**src/rtl/mux3_3_pkg.sv**
```systemverilog
// ============================================================================
// Module   : mux3_3_pkg
// Brief    : Select-code constants and default data width for mux3_3_sel.
// Revision : 1.0 - initial release
// ============================================================================
`default_nettype none

package mux3_3_pkg;

  localparam int unsigned DEF_WIDTH = 3;

  localparam logic [1:0] SEL_E0  = 2'b00;
  localparam logic [1:0] SEL_E1  = 2'b01;
  localparam logic [1:0] SEL_E2  = 2'b10;
  localparam logic [1:0] SEL_INV = 2'b11;

endpackage

`default_nettype wire

```
**src/rtl/mux3_3_sel_reg.sv**
```systemverilog
// ============================================================================
// Module   : mux3_3_sel_reg
// Brief    : WIDTH-bit D register with asynchronous active-high clear.
// Revision : 1.0 - initial release
// ============================================================================
`default_nettype none

module mux3_3_sel_reg #(
  parameter int unsigned WIDTH = 3
) (
  input  logic             clk,
  input  logic             rst,
  input  logic [WIDTH-1:0] i_d,
  output logic [WIDTH-1:0] o_q
);

  logic [WIDTH-1:0] r_q;

  always_ff @(posedge clk or posedge rst) begin
    if (rst) begin
      r_q <= '0;
    end else begin
      r_q <= i_d;
    end
  end

  assign o_q = r_q;

endmodule

`default_nettype wire

```
**src/rtl/mux3_3_sel.sv**
```systemverilog
// ============================================================================
// Module   : mux3_3_sel
// Brief    : 3-way WIDTH-bit selector with combinational and registered result.
//            Define MUX3_3_SEL_ERRO_EN to add the sticky Erro output.
// Revision : 1.0 - initial release
// ============================================================================
`default_nettype none

module mux3_3_sel
  import mux3_3_pkg::*;
#(
  parameter int unsigned WIDTH = DEF_WIDTH
) (
  input  logic             clock,
  input  logic             reset,
  input  logic [WIDTH-1:0] Entrada0,
  input  logic [WIDTH-1:0] Entrada1,
  input  logic [WIDTH-1:0] Entrada2,
  input  logic [1:0]       Controle,
  output logic [WIDTH-1:0] Resultado,
  output logic [WIDTH-1:0] ResultadoReg,
  output logic             SelInvalido
`ifdef MUX3_3_SEL_ERRO_EN
  ,
  output logic             Erro
`endif
);

  logic [WIDTH-1:0] w_resultado;
  logic             w_sel_invalido;

  // Unknown select codes fall into the default arm, giving all-zero.
  always_comb begin
    w_resultado    = '0;
    w_sel_invalido = 1'b0;
    case (Controle)
      SEL_E0:  w_resultado = Entrada0;
      SEL_E1:  w_resultado = Entrada1;
      SEL_E2:  w_resultado = Entrada2;
      SEL_INV: w_sel_invalido = 1'b1;
      default: w_resultado = '0;
    endcase
  end

  assign Resultado   = w_resultado;
  assign SelInvalido = w_sel_invalido;

  mux3_3_sel_reg #(
    .WIDTH (WIDTH)
  ) u_resultado_reg (
    .clk (clock),
    .rst (reset),
    .i_d (w_resultado),
    .o_q (ResultadoReg)
  );

`ifdef MUX3_3_SEL_ERRO_EN
  logic r_erro;

  // Set-only; only reset clears it.
  always_ff @(posedge clock or posedge reset) begin
    if (reset) begin
      r_erro <= 1'b0;
    end else if (w_sel_invalido) begin
      r_erro <= 1'b1;
    end
  end

  assign Erro = r_erro;
`endif

endmodule

`default_nettype wire

```
**config.mk**
```make
export PLATFORM = sky130hd
export DESIGN_NAME = mux3_3_sel
export DESIGN_NICKNAME = d
export VERILOG_FILES = /design/src/rtl/mux3_3_pkg.sv /design/src/rtl/mux3_3_sel_reg.sv /design/src/rtl/mux3_3_sel.sv
export SDC_FILE = /design/constraint.sdc
export NUM_CORES = 1
export LEC_CHECK = 0
export CAP_MARGIN = 40
export CELL_PAD_IN_SITES_DETAIL_PLACEMENT = 1
export CELL_PAD_IN_SITES_GLOBAL_PLACEMENT = 1
export CORE_AREA = 2 2 39 41
export CTS_BUF_LIST = sky130_fd_sc_hd__clkbuf_4 sky130_fd_sc_hd__clkbuf_8
export DETAILED_ROUTE_END_ITERATION = 6
export DIE_AREA = 0 0 41 43
export DONT_BUFFER_PORTS = 1
export PLACE_DENSITY = 0.33
export SYNTH_ARGS = -nofsm -noshare
export SYNTH_HDL_FRONTEND = slang
export SYNTH_SLANG_ARGS = --single-unit
export TNS_END_PERCENT = 1
```
**constraint.sdc**
```tcl
create_clock -name clock -period 0.9 [get_ports clock]
set_input_delay 0.135 -clock clock [delete_from_list [all_inputs] [get_ports clock]]
set_output_delay 0.135 -clock clock [all_outputs]
set_load 0.05 [all_outputs]
```
==> flow_summary_export.csv <==
group,metric,value,unit
setup_path,critPathTopFamily,"flip-flops",
final_layout,finalCoreUtilization,0.242,
setup_path,critPathBufInv,1,
timing,hold_violations,0,
grt,global_route.usage.met3,0.0524,
timing,min_period,0.889,ns
place,gp_congestion,0.581,
grt,grt_max_degree,6,
setup_path,start_kind,"flip-flop",
power_and_ir_drop,p_total,0.632,mW
yosys,synth_area,148,sq um
yosys,synth_nets,25,
routing,viasPerCell,3.85,
setup_path,arrival,0.75,ns
final_layout,diodes,0,
min_path,hold_class,"in -> reg",
grt,antenna_found_initial,0,
final_layout,drive_above_1_share,0.600,
final_layout,stdcell_area,335,sq um
final_layout,multi_input_area,87.6,sq um
setup_path,critPathCaptureType,"primary output",
yosys,ys_ff_latch,3,
floorplan,dieArea,1760,sq um
timing,maxSlewViolCount,0,
final_layout,final_nets,39,
clock_tree,clk_pin_slew,0.04,ns
routing,via_count,158,
grt,use_met1,0.0613,
floorplan,num_io_pins,20,
final_layout,largest_reg_flops,3,
setup_path,worst_ep_required_time,0.76,ns
timing,rsz0062_at_grt,"yes",
clock_tree,clockBufferDepth,2,
job,max_cap_violations,0,
grt,grt_pass1_vias,219,
timing,slew_headroom,0.867,
timing,fin_crit_sh,0.988,
yosys,synth_area_leaders,"dfrtp_1 51%, mux2i_1 20%, o2bb2ai_1 18%",
floorplan,rows,14,
power_and_ir_drop,ir_drop,362,uV
yosys,yosysWarningCount,0,
timing,finalSetupViolations,0,
place,placed_cell_area,284,sq um
grt,grt_busiest_layer,"met2",
power_and_ir_drop,leakage,0.154,nW
final_layout,area_growth,127,%
routing,final_antenna_net_count,0,
yosys,synth_edf_count,0,
yosys,synth_top_area_cell,"dfrtp_1",
place,dp_cells,36,
clock_tree,cts_root_buf,"clkbuf_4",
clock_tree,cts.htree.levels,1,
yosys,ys_seq_area_frac,0.508,
yosys,postSynthCellCount,12,
yosys,synth-main-ff-cell,"dfrtp_1",
floorplan,fp.dieW,41,microns
yosys,ys_async_sr_fraction,1.00,
timing,fin_ws,0.0107,ns
grt,met2_usage,0.131,
final_layout,final_cells,41,
grt,grt_overflow,0,
yosys,synth_top_area_frac,0.508,
routing,wl_per_cell,14.0,microns
clock_tree,numCtsBuffers,3,
floorplan,start_util,0.107,
final_layout,fillers,162,
floorplan,die_y,43,microns
power_and_ir_drop,p_per_area,1880,nW/um^2
setup_path,path_max_fanout,1,
outcome,status,"finished clean",
grt,grt_pass1_wl,890,microns
timing,worst_slew_pin_slew,0.195,ns
timing,fmax,1120,MHz
setup_path,cp-endpoint,"ResultadoReg[2]",
yosys,synth_common_cells,"3 x dfrtp_1, 3 x mux2i_1, 3 x o2bb2ai_1",
setup_path,crit_chain,"buf_6",
routing,dr.pass1.iters,1,
routing,drc_errors,0,
yosys,ys_types,6,
setup_path,path_class,"reg -> out",
clock_tree,tritoncts,"built",
setup_path,cpPeakStageDelay,0.37,ns
final_layout,register_area,75.1,sq um
grt,grt.total_usage,0.0834,
routing,drt_iter0_drc,0,
setup_path,worst-path-stages,1,
yosys,avgSynthCellArea,12.3,sq um
floorplan,coreArea,1380,sq um
clock_tree,cts_sinks,3,
place,pre_cts_ws,0.0619,ns
setup_path,crit_start,"u_resultado_reg.o_q[2]",
clock_tree,cts_setup_buffers,0,
place,io_buffers,0,
setup_path,slowest_stage,"dfrtp_1",
routing,wl,576,microns
==> how the worst min path moves through the flow <==
stage / startpoint / endpoint / cells past startpoint
2_1_floorplan: reset / u_resultado_reg.o_q[0] / 1
3_3_place_gp: reset / u_resultado_reg.o_q[1] / 1
3_5_place_dp: reset / u_resultado_reg.o_q[1] / 1
4_1_cts: Controle[1] / u_resultado_reg.o_q[0] / 1
5_1_grt: Controle[1] / u_resultado_reg.o_q[0] / 1
6_report: Controle[1] / u_resultado_reg.o_q[0] / 1
==> kinds of logic (layout without fill, tap and decap cells) <==
kind of cell	Yosys count	count (layout)	share of synthesized area
muxes	3	3	0.203
buffers and inverters	1	14	0.0254
AOI/OAI and AO/OA	3	3	0.178
and+or+nand+nor	2	2	0.0848
DFF	3	3	0.508
==> power by group <==
part           switching [mW]  internal, mW
Clock                  0.0651         0.196
Combinational           0.126        0.0919
Sequential            0.00539         0.147
Total                   0.197         0.435
==> metrics by stage <==
step           hold WS [ns]   TNS, ns
2_1_floorplan        -0.111   -0.0784
3_3_place_gp         -0.104         0
3_5_place_dp        -0.0918         0
4_1_cts              0.0151  -0.00352
5_1_grt              0.0152   -0.0377
6_report             0.0217         0
==> final cells by class <==
type,count,area share
tap,16,0.0597
multi-input combinational,8,0.261
sequential,3,0.224
timing repair buffer,9,0.354
clock buffer,4,0.0896
inverter,1,0.0112
==> layer usage <==
metal,up-vias,part of all wire,wire [microns]
li1,69,-,-
met1,78,0.28,162
met2,11,0.60,344
met3,0,0.12,70
met4,0,0,0
met5,-,0,0
==> what timing repair did <==
action,in CTS,in global routing
resized for setup,3,0
hold buffers,1,0
setup endpoints to repair,3,3
endpoints found under the hold margin,3,0
==> layout by cell type (no fill, tap or decap) <==
master,Yosys,layout
and2_1,1,1
buf_12,0,3
buf_4,0,2
buf_6,0,3
clkbuf_4,0,4
dfrtp_1,3,3
dlygate4sd3_1,0,1
inv_1,1,1
mux2i_1,3,3
nor2b_1,1,1
o2bb2ai_2,0,3
Power figures use the tool's default switching activity.
